$ cat config.mk
export PLATFORM = sky130hd
export DESIGN_NAME = mul_hilo_seq_flat
export DESIGN_NICKNAME = d
export VERILOG_FILES = /design/src/rtl/mul_hilo_seq_if.sv /design/src/rtl/mul_hilo_seq.sv /design/src/flat_wrapper.sv
export SDC_FILE = /design/constraint.sdc
export NUM_CORES = 1
export LEC_CHECK = 0
export ABC_AREA = 1
export CAP_MARGIN = 20
export CORE_ASPECT_RATIO = 1.25
export CORE_MARGIN = 2
export CORE_UTILIZATION = 29
export DETAILED_ROUTE_END_ITERATION = 10
export PLACE_DENSITY = 0.72
export SYNTH_ARGS = -nofsm -noshare
export SYNTH_HDL_FRONTEND = slang
export SYNTH_SLANG_ARGS = --single-unit
export TNS_END_PERCENT = 50
$ cat constraint.sdc
create_clock -name clock -period 1.8 [get_ports clock]
set_input_delay 0.36 -clock clock [delete_from_list [all_inputs] [get_ports clock]]
set_output_delay 0.36 -clock clock [all_outputs]
set_load 0.01 [all_outputs]
$ cat src/rtl/mul_hilo_seq_if.sv
// Operand/product/handshake bundle between the control unit, the HI/LO
// multiply sequencer and the combinational Booth multiplier.
interface mul_hilo_seq_if #(
    parameter int WIDTH = 32
);
    logic               start;
    logic [WIDTH-1:0]   a_in;
    logic [WIDTH-1:0]   b_in;
    logic [WIDTH-1:0]   x_out;
    logic [WIDTH-1:0]   y_out;
    logic [2*WIDTH-1:0] zin;
    logic               busy;
    logic               done;
    logic [WIDTH-1:0]   hi_out;
    logic [WIDTH-1:0]   lo_out;
    logic               ovf;

    modport slave (
        input  start, a_in, b_in, zin,
        output x_out, y_out, busy, done, hi_out, lo_out, ovf
    );

    modport master (
        output start, a_in, b_in, zin,
        input  x_out, y_out, busy, done, hi_out, lo_out, ovf
    );
endinterface

$ cat src/rtl/mul_hilo_seq.sv
// Multicycle sequencer around the combinational signed multiplier: latches
// operands, waits a settle window, then captures the product into HI/LO.
module mul_hilo_seq #(
    parameter int WIDTH         = 32,
    parameter int SETTLE_CYCLES = 2
) (
    input  logic           clock,
    input  logic           clear,
    mul_hilo_seq_if.slave  bus
);

    // A settle window of zero still needs one edge for the multiplier output to be valid.
    localparam int EFF_SETTLE = (SETTLE_CYCLES < 1) ? 1 : SETTLE_CYCLES;
    localparam int CNT_W      = (EFF_SETTLE > 1) ? $clog2(EFF_SETTLE) : 1;
    localparam logic [CNT_W-1:0] CNT_LOAD = CNT_W'(EFF_SETTLE - 1);

    typedef enum logic {IDLE, SETTLE} state_t;

    state_t           state_q, state_d;
    logic [CNT_W-1:0] cnt_q, cnt_d;
    logic [WIDTH-1:0] x_q, x_d;
    logic [WIDTH-1:0] y_q, y_d;
    logic [WIDTH-1:0] hi_q, hi_d;
    logic [WIDTH-1:0] lo_q, lo_d;
    logic             done_q, done_d;
    logic             ovf_q, ovf_d;

    logic             zeroOperand;
    logic             prodOvf;

    assign zeroOperand = (bus.a_in == '0) || (bus.b_in == '0);
    // Product fits in WIDTH signed bits only if the upper half is pure sign extension.
    assign prodOvf     = (bus.zin[2*WIDTH-1:WIDTH] != {WIDTH{bus.zin[WIDTH-1]}});

    always_ff @(posedge clock) begin
        if (!clear) begin
            state_q <= IDLE;
            cnt_q   <= '0;
            x_q     <= '0;
            y_q     <= '0;
            hi_q    <= '0;
            lo_q    <= '0;
            done_q  <= 1'b0;
            ovf_q   <= 1'b0;
        end else begin
            state_q <= state_d;
            cnt_q   <= cnt_d;
            x_q     <= x_d;
            y_q     <= y_d;
            hi_q    <= hi_d;
            lo_q    <= lo_d;
            done_q  <= done_d;
            ovf_q   <= ovf_d;
        end
    end

    always_comb begin
        state_d = state_q;
        cnt_d   = cnt_q;
        x_d     = x_q;
        y_d     = y_q;
        hi_d    = hi_q;
        lo_d    = lo_q;
        done_d  = 1'b0;
        ovf_d   = ovf_q;

        case (state_q)
            IDLE: begin
                if (bus.start) begin
                    x_d = bus.a_in;
                    y_d = bus.b_in;
                    // A zero operand has a known product, so skip the settle window.
                    if (zeroOperand) begin
                        hi_d   = '0;
                        lo_d   = '0;
                        ovf_d  = 1'b0;
                        done_d = 1'b1;
                    end else begin
                        cnt_d   = CNT_LOAD;
                        state_d = SETTLE;
                    end
                end
            end
            SETTLE: begin
                if (cnt_q != '0) begin
                    cnt_d = cnt_q - 1'b1;
                end else begin
                    hi_d    = bus.zin[2*WIDTH-1:WIDTH];
                    lo_d    = bus.zin[WIDTH-1:0];
                    ovf_d   = prodOvf;
                    done_d  = 1'b1;
                    state_d = IDLE;
                end
            end
            default: state_d = IDLE;
        endcase
    end

    assign bus.x_out  = x_q;
    assign bus.y_out  = y_q;
    assign bus.busy   = (state_q == SETTLE);
    assign bus.done   = done_q;
    assign bus.hi_out = hi_q;
    assign bus.lo_out = lo_q;
    assign bus.ovf    = ovf_q;

endmodule

$ cat src/flat_wrapper.sv
// flat-port wrapper written by rule: the top's interface ports become plain ports
module mul_hilo_seq_flat 
#(
    parameter int WIDTH         = 32,
    parameter int SETTLE_CYCLES = 2
)
  (clock, clear, bus_start, bus_a_in, bus_b_in, bus_zin, bus_x_out, bus_y_out, bus_busy, bus_done, bus_hi_out, bus_lo_out, bus_ovf);
  mul_hilo_seq_if #(.WIDTH(WIDTH)) bus_i ();
  input  logic clock;
  input  logic clear;
  input wire logic [$bits(bus_i.start)-1:0] bus_start;
  input wire logic [$bits(bus_i.a_in)-1:0] bus_a_in;
  input wire logic [$bits(bus_i.b_in)-1:0] bus_b_in;
  input wire logic [$bits(bus_i.zin)-1:0] bus_zin;
  output wire logic [$bits(bus_i.x_out)-1:0] bus_x_out;
  output wire logic [$bits(bus_i.y_out)-1:0] bus_y_out;
  output wire logic [$bits(bus_i.busy)-1:0] bus_busy;
  output wire logic [$bits(bus_i.done)-1:0] bus_done;
  output wire logic [$bits(bus_i.hi_out)-1:0] bus_hi_out;
  output wire logic [$bits(bus_i.lo_out)-1:0] bus_lo_out;
  output wire logic [$bits(bus_i.ovf)-1:0] bus_ovf;
  assign bus_i.start = bus_start;
  assign bus_i.a_in = bus_a_in;
  assign bus_i.b_in = bus_b_in;
  assign bus_i.zin = bus_zin;
  assign bus_x_out = bus_i.x_out;
  assign bus_y_out = bus_i.y_out;
  assign bus_busy = bus_i.busy;
  assign bus_done = bus_i.done;
  assign bus_hi_out = bus_i.hi_out;
  assign bus_lo_out = bus_i.lo_out;
  assign bus_ovf = bus_i.ovf;
  mul_hilo_seq #(.WIDTH(WIDTH), .SETTLE_CYCLES(SETTLE_CYCLES)) u_core (.clock(clock), .clear(clear), .bus(bus_i));
endmodule
==> results.md, run 1 <==
- By instance count, the leading cell after synthesis is sky130_fd_sc_hd__nor2_1.
- The mapped netlist covers ~5300 sq um.
- The largest delay contributor family on the critical path is buffers and inverters.
- Walking the worst path, the cells encountered are clkdlybuf4s50_1.
- The first-pass GRT wire length is 28100 um.
- The half-perimeter wire length of the detailed placement result is 12500 um.
- The total number of clock tree sinks is 132.
- The pin count of the biggest net entering global routing is 70.
- The total wire length after detailed routing is around 17000 um.
- The remaining design rule violation count is 0.
- By count the netlist is led by 144 x sky130_fd_sc_hd__nor2_1, 132 x sky130_fd_sc_hd__dfxtp_1, 103 x sky130_fd_sc_hd__nand2_1, 73 x sky130_fd_sc_hd__a21oi_1, 66 x sky130_fd_sc_hd__nand3_1.
- The synthesized instance count is 710.
- Setup repair after global routing left no endpoint under its margin.
- In this run the power density over the cells is approximately 920 nW/um^2.
- The effective utilization at floorplan is between 20 and 30%.
- The clock skew is 7.29 ps.
- The min-delay analysis places its worst path in the category primary input to flip-flop.
- The region available for standard cell placement spans around 18000 sq um.
- For this design, the CTS-stage hold fixing added 0 buffers.
- For this block, the initial DRC count from the detailed router was 175.
- During placement, the flow inserted port buffers numbering 261.
- The critical path endpoint category is an output pin.
- The root buffer cell chosen for the clock tree is sky130_fd_sc_hd__clkbuf_16.
- In this run the cell area measured after placement is 8450 sq um.
- The synthesized design contains 0 enable-type register cells.
- The smallest clock period supported by the final layout is computed as 1700 ps.
- The clock passes through at most 2 buffers.
- The number of pins exceeding their max-slew limit in the final report is 0.
- For this run, the detailed router's first-pass iteration total came to 4.
- The peak ir drop on the vdd network is 505 uV.
- The TritonCTS buffer count is 17.
- The die covers around 19000 sq um.
- The setup slack at placement is -354 ps.
- The area of all placed cells without fillers is roughly 9100 sq um.
- For this run, asynchronously set or reset flops after synthesis account for 0%.
- The number of antenna violations at the first check in global routing was 0.
- The last weighted congestion value of the routability-driven placer is approximately 0.74.
- Summed over all layers, the global routing overflow is 0.
- Across the run, the number of max-cap violations was 0.
- Summing the sequential cell areas from Yosys gives around half of the chip area.
- The share of the cycle needed by the critical path after routing is between 90% and 100%.
- From bottom edge to top edge, the die measures ~160 um.
- Counting both buffers and inverters, the worst setup path holds a total of 1.
- The arrival time reported for the critical path endpoint is roughly 1300 ps.
- For this run, the post-layout net count is ~1100.
- The number of nets with antenna violations after detailed routing is 0.
- The source-to-sink clock delay at the later pin of the worst-skew pair is between 400 and 500 ps.
- During synthesis, Yosys emitted a total of 0 warnings.
- The synthesized design spends more area on one cell type than any other, namely sky130_fd_sc_hd__dfxtp_1.
- The sequential cells in the finished layout cover a total of 2640 sq um.
- The count of endpoints failing hold in the final timing report is 0.
- By startpoint and endpoint, the worst setup path is classified as flip-flop to output pin.
- Synthesis produced a netlist with a net count of approximately 840.
- The number of synthesized register bits is 132.
- The floorplan has 55 rows.
- The overall fraction of global-route tracks in use is 17.9%.
- The average vias per placed instance is around 4.6.
- In this run the number of H-tree levels came out at 4.
- The die span in x is ~130 um.
- The dominant register cell in the synthesized netlist is sky130_fd_sc_hd__dfxtp_1.
- The run finished with clean final reports.
- The power after layout is 8.37 mW.
- The worst setup path is launched from a flip-flop.
- The critical path's largest stage delay is about 590 ps.
- In this run the tightest slew margin relative to its limit is between 60% and 70%.
- The share of the synthesized area in the top cell type is between 40% and 50%.
- Hold is met by around 260 ps.
- The number of antenna repair diodes is 0.
- For the pin with the worst max-slew slack, the measured transition is around 460 ps.
- The reported leakage power is roughly 3.6 nW.
- Once the clock tree was built, the setup fixing pass inserted 0 buffers.
- Ranked by total cell area, the synthesized netlist is headed by sky130_fd_sc_hd__dfxtp_1 50%, sky130_fd_sc_hd__nor2_1 10%, sky130_fd_sc_hd__nand2_1 7.3%, sky130_fd_sc_hd__a21oi_1 6.9%, sky130_fd_sc_hd__nand3_1 6.2%.
- Across all register-to-register paths, the minimum setup slack is 500 ps.
- The routed length per instance is 14.1 um.
- The post-synthesis cell type count is 28.
- At the worst endpoint, the required time is 1440 ps.
- The maximum fanout along the worst path is 2.
- The final worst setup slack is 102 ps.
- The cell with the biggest individual delay on the critical path is sky130_fd_sc_hd__clkdlybuf4s50_1.
- From synthesis to final layout, the design area changed by 70.8%.
- TritonCTS built the clock tree.
- The share of layout cells above drive strength 1 is about 11%.
- Based on the critical path, the design can be clocked at up to approximately 0.59 GHz.
- about 260 I/O pins were placed.
- The count of endpoints failing setup in the final report is 0.
- The via count of the first global-routing pass is roughly 5500.
- The multi-input combinational cells in the finished layout cover a total of 2320 sq um.
- The post-CTS clock slew at the launch and capture registers of the worst setup and hold paths is 60 ps.
- The number of fill cells is around 1700.
- The average instance in the mapped netlist occupies ~7.5 sq um.
- The via count is approximately 5700.
==> layout make-up <==
class | instances | area share, %
repair buffers | 313 | 34.0
flip-flops and latches | 132 | 29.1
multi-input cells | 499 | 25.6
clock buffers | 18 | 4.84
well taps | 228 | 3.15
clock inverters | 14 | 1.93
inverters | 31 | 1.28
==> power by group <==
| part | switching (mW) | total [mW] | leakage (nW) | internal (mW) |
|---|---|---|---|---|
| logic | 0.667 | 1.50 | 2.20 | 0.832 |
| registers | 0.109 | 3.25 | 1.09 | 3.14 |
| clock network | 1.39 | 3.62 | 0.294 | 2.23 |
| total | 2.17 | 8.37 | 3.58 | 6.20 |
==> timing repair <==
item,in CTS,in global routing
resized for setup,1,0
endpoints found under the hold margin,0,0
endpoints found under the setup margin,1,0
==> cell usage in the layout, fill, tap and decap left out, drive strengths merged <==
cell type	count
clkdlybuf4s50	259
a21boi	2
nor2	146
inv	34
o21ai	67
nand3	76
clkbuf	18
nand2	105
and2	5
nor3	5
clkinvlp	3
nand3b	4
clkinv	5
bufinv	3
dfxtp	132
buf	53
nand4	4
a21oi	83
or2	2
dlygate4sd2	1
==> through the flow <==
step | setup TNS, ps | std cells | utilization [%]
floorplan | 0 | 710 | -
global placement | -19180 | 1203 | 46.9
detailed placement | -20630 | 1203 | 46.9
CTS | 0 | 1235 | 50.3
global route | 0 | 1235 | 50.3
finish | 0 | 1235 | 50.3
==> per-layer routing <==
metal  GRT usage, %  part of all wire, %  routed length (um)
met2           31.0                   49                8600
met5              0                    0                   0
met3           7.63                  9.8                1720
met1           20.4                   40                7020
met4           4.29                 0.78                 136
==> registers in the layout (all words and copies together) (netlist names) <==
signal and count:
u_core.bus.y_out 32, u_core.bus.ovf 1, u_core.bus.hi_out 32, u_core.cnt_q 1, u_core.bus.lo_out 32, u_core.bus.x_out 32
u_core.bus.busy 1, u_core.bus.done 1
==> logic make-up after synthesis <==
logic type	share of synthesized area (%)
AO/OA/AOI/OAI	15.1
buffers and inverters	6.41
flip-flops	49.8
AND/OR/NAND/NOR	28.7
==> tightest hold or removal path, stage by stage <==
cell	delay (ps)
sky130_fd_sc_hd__buf_2	150
sky130_fd_sc_hd__nand2_1	80
sky130_fd_sc_hd__nor2_1	30
==> worst paths after layout <==
path              cells after the start                   from                    end
setup reg to reg                      5        u_core.bus.busy    u_core.bus.y_out[8]
setup / recovery                      1         u_core.bus.ovf                bus_ovf
hold / removal                        3                  clear         u_core.bus.ovf
hold reg to reg                       2  u_core.bus.hi_out[12]  u_core.bus.hi_out[12]
Note: power is estimated with default switching activity, not from simulation.
==> run 2: changes to the inputs <==
- CORE_MARGIN: 2 -> 4
==> run 2 against run 1 <==
  * Non-clock buffer count decreased by 1
  * First-iteration DRC count up 30%
  * Clock skew grew 3.7 ps
  * Sequential share of layout area fell by 0.14 points
  * Worst setup slack hardly changed
  * Global-route usage down 0.33 points
  * Via count up 0.70%
  * Power increased by 0.80%
  * Critical endpoint is now bus_hi_out[31]
  * Largest cell class unchanged
==> results.md, run 2 (synthesized netlist as in run 1, its figures left out) <==
- The effective utilization at floorplan is 29.4% (unchanged).
- The arrival time reported for the critical path endpoint was 1340 ps (about the same).
- The highest clock frequency the design can meet was 0.589 GHz (about the same).
- The count of endpoints failing setup in the final report is 0 (unchanged).
- The average vias per placed instance is 4.65 (was 4.62).
- The share of the cycle needed by the critical path after routing came to 94.3% (was 94.4%).
- The die height is 159 um (was 155 um).
- The setup slack at placement is -437 ps (was -354 ps).
- The count of endpoints failing hold in the final timing report was 0 (unchanged).
- The total overflow reported by the global router is 0 (unchanged).
- The max-capacitance violation count is 0 (unchanged).
- The largest delay contributor family on the critical path was buffers and inverters (unchanged).
- The relative max-transition margin is 72.8% (was 69.2%).
- The maximum number of buffers from clock root to sink is 2 (unchanged).
- The count of input and output buffers is 261 (unchanged).
- The number of antenna repair diodes came to 0 (unchanged).
- The source-to-sink clock delay at the later pin of the worst-skew pair is 410 ps (about the same).
- The final worst setup slack is 102 ps (about the same).
- The TritonCTS buffer count is 17 (unchanged).
- The area of the die was 20500 sq um (was 19400 sq um).
- Status: complete, no violations (unchanged).
- The most common cell after layout, fill and taps aside was sky130_fd_sc_hd__clkdlybuf4s50_1 (unchanged).
- The number of core rows is 55 (unchanged).
- The die span in x is 129 um (was 125 um).
- The peak ir drop on the vdd network was 535 uV (was 505 uV).
- The first-pass GRT wire length is 29200 um (was 28100 um).
- The clock period minus worst slack came to 1700 ps (about the same).
- The logic depth of the worst setup path including buffers is 1 (unchanged).
- The pin count of the biggest net entering global routing is 85 (was 70).
- The instance count after placement with tap cells included came to 1202 (was 1203).
- The cell at the root of the clock tree is sky130_fd_sc_hd__clkbuf_16 (unchanged).
- The via count is 5743 (was 5703).
- The count of TritonRoute iterations in the first routing pass is 4 (unchanged).
- The core occupancy in the finished layout is 50.5% (was 50.3%).
- The final net count was 1124 (was 1125).
- The last weighted congestion value of the routability-driven placer was 0.815 (was 0.741).
- The clock skew was 11.0 ps (was 7.29 ps).
- The maximum fanout along the worst path is 2 (unchanged).
- The number of fill cells was 1745 (was 1727).
- The number of pins exceeding their max-slew limit in the final report is 0 (unchanged).
- The critical path's largest stage delay is 600 ps (was 590 ps).
- The overall fraction of global-route tracks in use was 17.5% (was 17.9%).
- The cell with the biggest individual delay on the critical path was sky130_fd_sc_hd__clkdlybuf4s50_1 (unchanged).
- Unrepaired setup endpoints after global routing: no (unchanged).
- The half-perimeter wire length of the detailed placement result is 13400 um (was 12500 um).
- The critical path required time is 1440 ps (about the same).
- The layout-stage area growth over the synthesis result is 71.7% (was 70.8%).
- Most used cells in the layout excluding fill and tap cells: 259 x sky130_fd_sc_hd__clkdlybuf4s50_1, 143 x sky130_fd_sc_hd__nor2_1, 132 x sky130_fd_sc_hd__dfxtp_1 (was 259 x sky130_fd_sc_hd__clkdlybuf4s50_1, 144 x sky130_fd_sc_hd__nor2_1, 132 x sky130_fd_sc_hd__dfxtp_1).
- The number of buffer and inverter instances along the worst setup path is 1 (unchanged).
- The reported leakage power is 3.58 nW (about the same).
- The routed length per instance came to 14.8 um (was 14.1 um).
- The depth of the CTS H-tree was 4 (unchanged).
- The power density over cell area was 926 nW/um^2 (was 923 nW/um^2).
- The total wire length after detailed routing is 18300 um (was 17500 um).
- The kind of launch point of the worst setup path is a flip-flop (unchanged).
- The remaining design rule violation count was 0 (unchanged).
- The post-CTS clock slew at the launch and capture registers of the worst setup and hold paths is 50 ps (was 60 ps).
- The top-level port count came to 262 (unchanged).
- The critical setup path kind is flip-flop to output pin (unchanged).
- The critical path endpoint category is an output pin (unchanged).
- The CTS tree is done (unchanged).
- The total number of clock tree sinks is 132 (unchanged).
- The worst-case reg-to-reg path depth is 5 (unchanged).
- The class of the most critical hold timing path was primary input to flip-flop (unchanged).
- The worst hold path cell count is 3 (unchanged).
- The total of hold buffers inserted after clock tree synthesis is 0 (unchanged).
- Ordered list of cells on the worst path: clkdlybuf4s50_1 (unchanged).
- The violation count after the first detailed-routing iteration came to 228 (was 175).
- The total core area came to 18000 sq um (unchanged).
- The number of antenna violations at the first check in global routing is 0 (unchanged).
- The number of nets with antenna violations after detailed routing is 0 (unchanged).
- The share of layout cells above drive strength 1 was 11.2% (was 11.3%).
- The final instance count without filler cells is 1234 (was 1235).
- The measured slew at the worst slew-check pin is 408 ps (was 463 ps).
- The via count of the first global-routing pass came to 5718 (was 5529).
## run 2: final timing paths
check / slack (ps) / from / to
setup reg to reg: 360 / u_core.bus.busy / u_core.bus.x_out[20]
setup / recovery: 100 / u_core.bus.hi_out[31] / bus_hi_out[31]
hold / removal: 370 / clear / u_core.bus.lo_out[31]
hold reg to reg: 470 / u_core.bus.hi_out[12] / u_core.bus.hi_out[12]
## run 2: where the power goes
| part | total (mW) | internal (mW) | switching, mW |
|---|---|---|---|
| sequential | 3.25 | 3.14 | 0.112 |
| clock | 3.67 | 2.34 | 1.33 |
| combinational | 1.52 | 0.838 | 0.678 |
## run 2: what timing repair did
item	4_1_cts	5_1_grt
gates resized for setup	1	2
cloned	0	0
setup buffers	0	0
endpoints found under the setup margin	1	56
## run 2: stage by stage
| step | instance area, sq um | power, mW | hold WS [ps] | setup TNS, ps |
|---|---|---|---|---|
| 3_3_place_gp | 8470 | 4.83 | 459 | -26740 |
| 3_5_place_dp | 8470 | 4.84 | 466 | -27000 |
| 5_1_grt | 9110 | 8.82 | 397 | 0 |
| 2_1_floorplan | 5310 | 3.87 | 494 | 0 |
| 4_1_cts | 9100 | 8.57 | 349 | 0 |
| 6_report | 9110 | 8.44 | 367 | 0 |
## run 2: area by class of cell
cell class              instances  area [sq um]  share of cell area, %
clock buffers                  22           484                   5.31
clock inverters                10           145                   1.59
inverters                      31           116                   1.28
multi-input cells             499          2340                   25.6
flip-flops and latches        132          2640                   29.0
well taps                     228           285                   3.13
repair buffers                312          3100                   34.0
## run 2: routing by layer
metal | track usage, % | share of wire [%] | vias to the layer above
li1 | - | - | 2888
met1 | 19.7 | 40 | 2608
met2 | 30.5 | 50 | 228
met3 | 6.64 | 8.4 | 19
met4 | 5.40 | 1.5 | 0
met5 | 0 | 0 | -
==> run 3: changes to the inputs <==
- CAP_MARGIN: 20 -> 10
==> results of run 3 <==
The final DEF is identical to that of run 2; final timing and power are the same.
